## config.mk

```make
export PLATFORM = sky130hd
export DESIGN_NAME = cache_miss_ctrl
export DESIGN_NICKNAME = d
export VERILOG_FILES = /design/src/rtl/cache_miss_ctrl_pkg.sv /design/src/rtl/cache_miss_ctrl_burst_counter.sv /design/src/rtl/cache_miss_ctrl.sv
export SDC_FILE = /design/constraint.sdc
export NUM_CORES = 1
export LEC_CHECK = 0
export ABC_CLOCK_PERIOD_IN_PS = 2190
export CAP_MARGIN = 20
export CORE_MARGIN = 2
export CORE_UTILIZATION = 40
export CTS_CLUSTER_DIAMETER = 40
export DETAILED_ROUTE_END_ITERATION = 16
export GPL_ROUTABILITY_DRIVEN = 0
export MAX_ROUTING_LAYER = met4
export PLACE_DENSITY_LB_ADDON = 0.25
export SKIP_LAST_GASP = 1
export SYNTH_ARGS = -nofsm -noshare
export SYNTH_HDL_FRONTEND = slang
export SYNTH_SLANG_ARGS = --single-unit
```

## constraint.sdc

```tcl
create_clock -name clk -period 2.19 [get_ports clk]
set_input_delay 0.219 -clock clk [delete_from_list [all_inputs] [get_ports clk]]
set_output_delay 0.219 -clock clk [all_outputs]
set_load 0.1 [all_outputs]
```

## src/rtl/cache_miss_ctrl_pkg.sv

```systemverilog
// Shared types for the cache miss sequencer: controller state encoding and
// a small helper for recognising the memory-burst states.
package cache_miss_ctrl_pkg;

    typedef enum logic [2:0] {
        ST_IDLE   = 3'd0,
        ST_LOOKUP = 3'd1,
        ST_WB     = 3'd2,
        ST_FILL   = 3'd3,
        ST_UPDATE = 3'd4
    } state_t;

    localparam int TAG_WIDTH_DEF    = 8;
    localparam int INDEX_WIDTH_DEF  = 4;
    localparam int OFFSET_WIDTH_DEF = 4;
    localparam int CHAN_WIDTH_DEF   = 3;

    function automatic logic is_burst(input state_t s);
        return (s == ST_WB) || (s == ST_FILL);
    endfunction

endpackage

```

## src/rtl/cache_miss_ctrl_burst_counter.sv

```systemverilog
// Beat counter for writeback/fill bursts: clears at lookup, advances on each
// accepted beat, and flags the final beat of the line.
module burst_counter #(
    parameter int WIDTH = 4
) (
    input  logic             clk,
    input  logic             rst_n,
    input  logic             clear,
    input  logic             advance,
    output logic [WIDTH-1:0] beat,
    output logic             last
);

    always_ff @(posedge clk or negedge rst_n) begin
        if (!rst_n) begin
            beat <= '0;
        end else if (clear) begin
            beat <= '0;
        end else if (advance) begin
            beat <= beat + 1'b1;
        end
    end

    assign last = &beat;

endmodule

```

## src/rtl/cache_miss_ctrl.sv

```systemverilog
// Request sequencer in front of TagMemory: lookup, dirty-victim writeback,
// line fill, tag install, then replay so every acknowledged access is a hit.
//
//  state  | meaning
//  IDLE   | waiting for cpu_req (ignored during the ack cycle)
//  LOOKUP | tag compare; hit acks next cycle, miss latches victim
//  WB     | writing back the dirty victim line, one beat per mem_ack
//  FILL   | fetching the requested line into the victim way
//  UPDATE | TagMemory installs the new tag into the LRU way
module cache_miss_ctrl
    import cache_miss_ctrl_pkg::*;
#(
    parameter int TAG_WIDTH    = 8,
    parameter int INDEX_WIDTH  = 4,
    parameter int OFFSET_WIDTH = 4,
    parameter int CHAN_WIDTH   = 3
) (
    input  logic                                        clk,
    input  logic                                        rst_n,
    input  logic                                        cpu_req,
    input  logic                                        cpu_we,
    input  logic [TAG_WIDTH+INDEX_WIDTH+OFFSET_WIDTH-1:0] cpu_addr,
    output logic                                        cpu_ack,
    output logic [TAG_WIDTH-1:0]                        tm_tag,
    output logic [INDEX_WIDTH-1:0]                      tm_index,
    output logic                                        tm_wr,
    output logic                                        tm_mod_in,
    output logic                                        tm_age,
    input  logic                                        tm_hit,
    input  logic [CHAN_WIDTH-1:0]                       tm_chan,
    input  logic [CHAN_WIDTH-1:0]                       tm_age_chan,
    input  logic [TAG_WIDTH-1:0]                        tm_age_tag,
    input  logic                                        tm_age_mod,
    input  logic                                        tm_age_valid,
    output logic                                        mem_req,
    output logic                                        mem_we,
    output logic [TAG_WIDTH+INDEX_WIDTH+OFFSET_WIDTH-1:0] mem_addr,
    input  logic                                        mem_ack,
    output logic [CHAN_WIDTH-1:0]                       da_chan,
    output logic [OFFSET_WIDTH-1:0]                     da_offset,
    output logic                                        da_fill_we
);

    localparam int ADDR_WIDTH = TAG_WIDTH + INDEX_WIDTH + OFFSET_WIDTH;

    state_t                  state;
    logic [TAG_WIDTH-1:0]    req_tag;
    logic [INDEX_WIDTH-1:0]  req_index;
    logic [OFFSET_WIDTH-1:0] req_offset;
    logic                    req_we;
    logic [TAG_WIDTH-1:0]    victim_tag;
    logic [CHAN_WIDTH-1:0]   victim_chan;
    logic [CHAN_WIDTH-1:0]   hit_chan;
    logic [OFFSET_WIDTH-1:0] hit_offset;

    logic                    in_burst;
    logic                    beat_clear;
    logic                    beat_advance;
    logic [OFFSET_WIDTH-1:0] beat;
    logic                    last_beat;

    assign in_burst     = is_burst(state);
    assign beat_clear   = (state == ST_LOOKUP);
    assign beat_advance = mem_ack && in_burst;

    burst_counter #(
        .WIDTH(OFFSET_WIDTH)
    ) u_burst_counter (
        .clk    (clk),
        .rst_n  (rst_n),
        .clear  (beat_clear),
        .advance(beat_advance),
        .beat   (beat),
        .last   (last_beat)
    );

    assign tm_tag     = req_tag;
    assign tm_index   = req_index;
    assign mem_addr   = mem_req ? {((state == ST_WB) ? victim_tag : req_tag), req_index, beat}
                                : {ADDR_WIDTH{1'b0}};
    assign da_chan    = in_burst ? victim_chan : hit_chan;
    assign da_offset  = in_burst ? beat : hit_offset;
    assign da_fill_we = mem_ack && (state == ST_FILL);

    always_ff @(posedge clk or negedge rst_n) begin
        if (!rst_n) begin
            state       <= ST_IDLE;
            req_tag     <= '0;
            req_index   <= '0;
            req_offset  <= '0;
            req_we      <= 1'b0;
            victim_tag  <= '0;
            victim_chan <= '0;
            hit_chan    <= '0;
            hit_offset  <= '0;
            cpu_ack     <= 1'b0;
            tm_wr       <= 1'b0;
            tm_mod_in   <= 1'b0;
            tm_age      <= 1'b0;
            mem_req     <= 1'b0;
            mem_we      <= 1'b0;
        end else begin
            cpu_ack    <= 1'b0;
            tm_wr      <= 1'b0;
            tm_mod_in  <= 1'b0;
            tm_age     <= 1'b0;
            hit_chan   <= '0;
            hit_offset <= '0;
            case (state)
                ST_IDLE: begin
                    // cpu_req is still high for the request being acked; skip it
                    if (cpu_req && !cpu_ack) begin
                        req_tag    <= cpu_addr[ADDR_WIDTH-1 -: TAG_WIDTH];
                        req_index  <= cpu_addr[OFFSET_WIDTH +: INDEX_WIDTH];
                        req_offset <= cpu_addr[OFFSET_WIDTH-1:0];
                        req_we     <= cpu_we;
                        state      <= ST_LOOKUP;
                    end
                end
                ST_LOOKUP: begin
                    if (tm_hit) begin
                        cpu_ack    <= 1'b1;
                        tm_age     <= 1'b1;
                        tm_wr      <= req_we;
                        tm_mod_in  <= req_we;
                        hit_chan   <= tm_chan;
                        hit_offset <= req_offset;
                        state      <= ST_IDLE;
                    end else begin
                        victim_chan <= tm_age_chan;
                        victim_tag  <= tm_age_tag;
                        mem_req     <= 1'b1;
                        if (tm_age_valid && tm_age_mod) begin
                            mem_we <= 1'b1;
                            state  <= ST_WB;
                        end else begin
                            mem_we <= 1'b0;
                            state  <= ST_FILL;
                        end
                    end
                end
                ST_WB: begin
                    if (mem_ack && last_beat) begin
                        mem_we <= 1'b0;
                        state  <= ST_FILL;
                    end
                end
                ST_FILL: begin
                    if (mem_ack && last_beat) begin
                        mem_req <= 1'b0;
                        tm_wr   <= 1'b1;
                        state   <= ST_UPDATE;
                    end
                end
                ST_UPDATE: begin
                    state <= ST_LOOKUP;
                end
                default: begin
                    state <= ST_IDLE;
                end
            endcase
        end
    end

endmodule

```

# --- Word-level counts from Yosys, hierarchy flattened ---
# Cells that the tools add are included.
# Widths: inputs -> output; s select.
word_totals:
  regBits: 47
  input_bits: 38
  output_inout_bits: 42
  wordCells: 70
op_classes:
  addsub: 1
  eq_ne: 8
  mux: 28
  bitwise: 1
  reduce_logical: 17
op_table:
  columns: ["cell", "count"]
  rows:
  - ["$mux 4", 5]
  - ["$mux 3", 6]
  - ["$mux 16", 1]
  - ["$pmux 3 s5", 1]
  - ["$mux 1", 10]
  - ["$reduce_and 3->1", 3]
  - ["$mux 8", 1]
  - ["$eq 3x2->1 const B", 2]
  - ["$pmux 1 s2", 3]
  - ["$reduce_bool 2->1", 3]
  - ["$logic_and 1x1->1", 5]
  - ["$add 4x1->4 const B", 1]
  - ["$ne 2x1->1 const B", 2]
  - ["$ne 2x2->1 const B", 2]
  - ["$reduce_and 2->1", 2]
  - ["$reduce_and 4->1", 1]
  - ["$eq 3x1->1 const B", 1]
  - ["$eq 3x3->1 const B", 1]
  - ["$logic_not 3->1", 1]
  - ["$mux 2", 1]
  - ["$logic_not 1->1", 1]
  - ["$logic_or 1x1->1", 1]
  - ["$not 1->1", 1]

# --- Depth between registers and ports, before layout ---
logic_depth:
  word_depth: 5
  ltp_mapped: 5

# --- Cells and area by module ---
# A second synthesis with hierarchy kept.
unflattened:
  hier_cells: 185
  area_unflattened_um2: 2208.4
by_module_without_submodules:
  columns: ["mod", "instances", "cells_each", "area_per_inst_um2"]
  rows:
  - ["cache_miss_ctrl", 1, 168, 2009.4]
  - ["burst_counter", 1, 17, 198.9]

# --- Worst setup path after synthesis ---
# OpenSTA, ideal clock, no wires.
synth_timing:
  path_kind: "flip-flop to output port"
  startpoint: "register mem_req"
  endpoint: "output mem_addr[14]"
  arrival_ns: 3.470
  setup_slack_ns: -1.499
  stages_incl_launch_ff: 3
  path_buffers: 1
  path_cell_list: "dfrtp_1 > clkbuf_1 > a21boi_0"
synth_via:
  elab_chain_cells: 1
synth_lines:
  columns: ["item", "line", "source"]
  rows:
  - ["from (decl)", "cache_miss_ctrl.sv:35", "output logic mem_req,"]
  - ["from (signal assigned)", "cache_miss_ctrl.sv:100", "mem_req <= 1'b0;"]
  - ["from (signal assigned)", "cache_miss_ctrl.sv:132", "mem_req <= 1'b1;"]
  - ["from (signal assigned)", "cache_miss_ctrl.sv:150", "mem_req <= 1'b0;"]
  - ["$mux 16", "cache_miss_ctrl.sv:79", "assign mem_addr = mem_req ? {((state == ST_WB) ? victim_tag : req_tag), req_index, beat}"]
  - ["to (decl)", "cache_miss_ctrl.sv:37", "output logic [TAG_WIDTH+INDEX_WIDTH+OFFSET_WIDTH-1:0] mem_addr,"]
# No other way between the ends.

# --- Worst setup path after layout ---
layout_timing:
  startpoint: "register state[0]"
  endpoint: "output mem_addr[8]"
layout_via:
  elab_chain_cells: 3
layout_lines:
  columns: ["item", "line", "source"]
  rows:
  - ["from (decl)", "cache_miss_ctrl.sv:46", "state_t state;"]
  - ["from (signal assigned)", "cache_miss_ctrl.sv:87", "state <= ST_IDLE;"]
  - ["from (signal assigned)", "cache_miss_ctrl.sv:117", "state <= ST_LOOKUP;"]
  - ["from (signal assigned)", "cache_miss_ctrl.sv:128", "state <= ST_IDLE;"]
  - ["$eq 3x2->1", "cache_miss_ctrl.sv:79", null]
  - ["$mux 8", "cache_miss_ctrl.sv:79", null]
  - ["$mux 16", "cache_miss_ctrl.sv:79", null]
# No other way between the ends.

==> summary by stage <==
STA
The worst relative slew slack is roughly 63%. Adding up every negative setup slack in the final design gives 0 ns. Setup repair after global routing left no endpoint under its margin. The number of endpoints failing setup at the final stage is 0. The number of hold-slack violations in the final timing report is 0. The maximum frequency from static timing analysis is about 0.50 GHz. The worst-case clock skew is 0.00593 ns.

The count of final max-slew check failures is 0. For the pin with the worst max-slew slack, the measured transition is 0.549 ns. The clock period could shrink to 2.00 ns. The post-route clock period utilization is around nine tenths.

Worst setup path
The path type of the worst setup path is register to output pin. Data arrives at the worst endpoint at 1.78 ns. The slowest stage of the critical path belongs to the cell sky130_fd_sc_hd__dfrtp_1. The start point of the critical path is state[0]$_DFFE_PN0P_. The worst register-to-register path has a depth of 4. The minimum setup slack among reg-to-reg paths is 0.58 ns.

The critical path's largest stage delay is 0.54 ns. In this run the critical register-to-register path is launched from state[1]$_DFFE_PN0P_. Traced cell by cell, the critical path runs through nor3b_2 > buf_4 > nand2_1 > a21boi_2 > buf_12. The endpoint identified for the worst register-to-register timing path is tm_tag[1]$_DFFE_PN0P_. The top fanout value on the critical path is 11. The worst setup path is captured at an output pin. The required arrival time at the worst endpoint is 1.97 ns. The kind of launch point of the worst setup path is a register.

Clock tree
Buffers added to address setup during post-CTS repair amount to 0. The clock tree root driver cell is sky130_fd_sc_hd__clkbuf_8. The number of levels the H-tree was split into is 2. The clock passes through at most 2 buffers. The clock reaches the later pin of the worst-skew pair after 0.30 ns. Clock-pin slew was measured on the worst setup and hold paths at 0.09 ns. The total CTS buffers is 5. After clock tree synthesis, the repair step resized 0 gates. The CTS sink count is 47.

The CTS tree is built.

Drt
Once detail routing completed, the nets flagged for antenna violations numbered 0. After detailed routing, the total wire length is approximately 5200 um. After the first detailed-routing iteration, the DRC count stood at 45.

Detailed routing inserted a total of 1716 vias. For this run, design rule violations remaining after detail routing come to 0. For this run, the detailed router's first-pass iteration total came to 4.

The average vias per placed instance is 4.93. The post-detailed-route wirelength per cell is 14.9 um.

Outcome
The run finished with clean final reports.

Global route
The number of global-route vias before repair is 1728. Global routing used 18.9% of the available tracks across all layers. The first global-routing pass estimated 8660 um of wire. Global routing finished with a remaining overflow of 0. The initial antenna violation count was 0. The maximum number of pins on one net before global-route repair is 29.

Floorplanning
The placeable core area is roughly 0.0054 mm^2. The total die area is between 0.006 and 0.007 mm^2. The initial utilization of the core area, before any placement, comes to 40.7%. The floorplan step set the die height to about 78 um. The I/O pin count is 80. The floorplan step set the die width to a little under 80 um. After floorplanning, the core was divided into 27 placement rows.

Logic synthesis
The number of warning messages in the yosys log is 0. The number of flip-flops and latches in the synthesized netlist is between 40 and 50. The cell area that synthesis handed to floorplanning was 0.00220 mm^2.

The count of flip-flops with a built-in enable after synthesis is 0. The unique cell type count in the Yosys netlist is 37. For this run, the leading register cell type out of synthesis is sky130_fd_sc_hd__dfrtp_1. Each instance of the synthesized netlist takes up on average 11.7 um^2. The number of nets handed over by synthesis was 228. After synthesis, the share of flip-flops with an asynchronous set or reset is 100%. The post-synthesis instance total is 189.

For this run, the register share of the synthesized area comes to a little over half.

Final layout
For this run, the post-layout net count is 314. The fraction of layout instances using a drive strength above 1 is around two fifths. Compared with the post-synthesis result, the final layout area differs by 56.4%. The number of standard cells in the layout, taps in and fillers out is 348. The repair_antennas step left the layout with diodes totalling 0.

Place
Counting tap cells, the placed design contains a total of 339 instances. Buffers placed on the I/O ports in this run total 79. Detailed placement ended at an HPWL of between 3000 and 4000 um.

Flow run
The tool flagged a number of max-cap violations equal to 0.

Hold path
The path class of the tightest hold or removal check is input port to asynchronous set/reset pin.
-- Yosys cell counts, drive strengths merged (2+ instances only) --
library cell,instances,area (um^2)
dfrtp,47,1180
nand2,31,116
mux2,29,327
and2,16,100
o21ai,9,45.0
a21boi,8,60.1
buf,7,65.1
inv,6,22.5
clkbuf,5,18.8
a22o,3,26.3
nand2b,3,18.8
nand3,2,10.0
-- logic make-up after synthesis --
group | Yosys count | synth area share [%]
fa+ha+maj | 1 | 0.568
simple gates | 62 | 16.1
compound gates | 30 | 9.43
flops | 47 | 53.4
buf+inv | 18 | 4.83
xor+xnor | 1 | 0.398
mux | 30 | 15.3
-- worst max-delay path, delay by kind of cell (launching register included) --
family,cells,cell delay [ns]
flip-flops,1,0.54
AND/OR/NAND/NOR,2,0.37
AO/OA/AOI/OAI,1,0.20
buffers and inverters,2,0.37
-- placed cells by master, fill, tap and decap left out, types with 2 or more instances in the layout --
| cell | instances |
|---|---|
| sky130_fd_sc_hd__inv_1 | 6 |
| sky130_fd_sc_hd__a22o_1 | 3 |
| sky130_fd_sc_hd__buf_4 | 29 |
| sky130_fd_sc_hd__nand3_1 | 2 |
| sky130_fd_sc_hd__and2_1 | 8 |
| sky130_fd_sc_hd__a21boi_2 | 8 |
| sky130_fd_sc_hd__buf_12 | 24 |
| sky130_fd_sc_hd__and2_2 | 8 |
| sky130_fd_sc_hd__clkdlybuf4s50_1 | 36 |
| sky130_fd_sc_hd__nand2_1 | 31 |
| sky130_fd_sc_hd__nand2b_1 | 3 |
| sky130_fd_sc_hd__clkbuf_8 | 6 |
| sky130_fd_sc_hd__mux2_2 | 29 |
| sky130_fd_sc_hd__dfrtp_1 | 47 |
| sky130_fd_sc_hd__o21ai_0 | 8 |
-- layer usage --
layer / share of wire, % / track usage, % / routed length, um / vias up
met4: 1.3 / 6.32 / 68 / 0
met3: 4.5 / 3.56 / 234 / 7
met5: 0 / - / 0 / -
met2: 50 / 30.6 / 2580 / 49
met1: 44 / 24.0 / 2290 / 844
li1: - / - / - / 816
-- how the worst max path moves through the flow --
stage	slack [ns]	to
finish	0.19	mem_addr[8]
global route	0.06	mem_addr[8]
CTS	0.17	mem_addr[8]
detailed placement	0.46	tm_tag[1]$_DFFE_PN0P_
global placement	0.47	tm_tag[6]$_DFFE_PN0P_
floorplan	-0.17	mem_addr[14]
-- what timing repair did --
action,4_1_cts,5_1_grt
hold buffers,1,0
hold endpoints to repair,19,0
setup endpoints to repair,0,0
-- flip-flops by register name, indices dropped and copies added, names as in the netlist, 3 cells and up --
| signal | count |
|---|---|
| tm_tag | 8 |
| victim_tag | 8 |
| hit_offset | 4 |
| req_offset | 4 |
| tm_index | 4 |
| u_burst_counter.beat | 4 |
| hit_chan | 3 |
| state | 3 |
| victim_chan | 3 |
-- layout make-up --
| class | instances | area, um^2 |
|---|---|---|
| multi-input combinational | 124 | 963 |
| fill | 449 | 1960 |
| timing repair buffer | 91 | 1070 |
| clock inverter | 2 | 35.0 |
| sequential | 47 | 1180 |
| clock buffer | 6 | 82.6 |
| inverter | 6 | 22.5 |
| tap | 72 | 90.1 |
-- through the flow --
| stage | hold slack [ns] | instance area, um^2 | utilization (%) | worst slack, ns |
|---|---|---|---|---|
| floorplan | -0.0766 | 2250 | - | -0.173 |
| global placement | 0.198 | 3320 | 61.3 | 0.473 |
| detailed placement | 0.198 | 3320 | 61.3 | 0.462 |
| CTS | 0.426 | 3440 | 63.7 | 0.165 |
| global route | 0.451 | 3440 | 63.7 | 0.0565 |
| finish | 0.415 | 3440 | 63.7 | 0.187 |
Power is left out: the tool's default activity adds up to more than one toggle a clock period on the data nets, which glitch-free logic cannot reach.
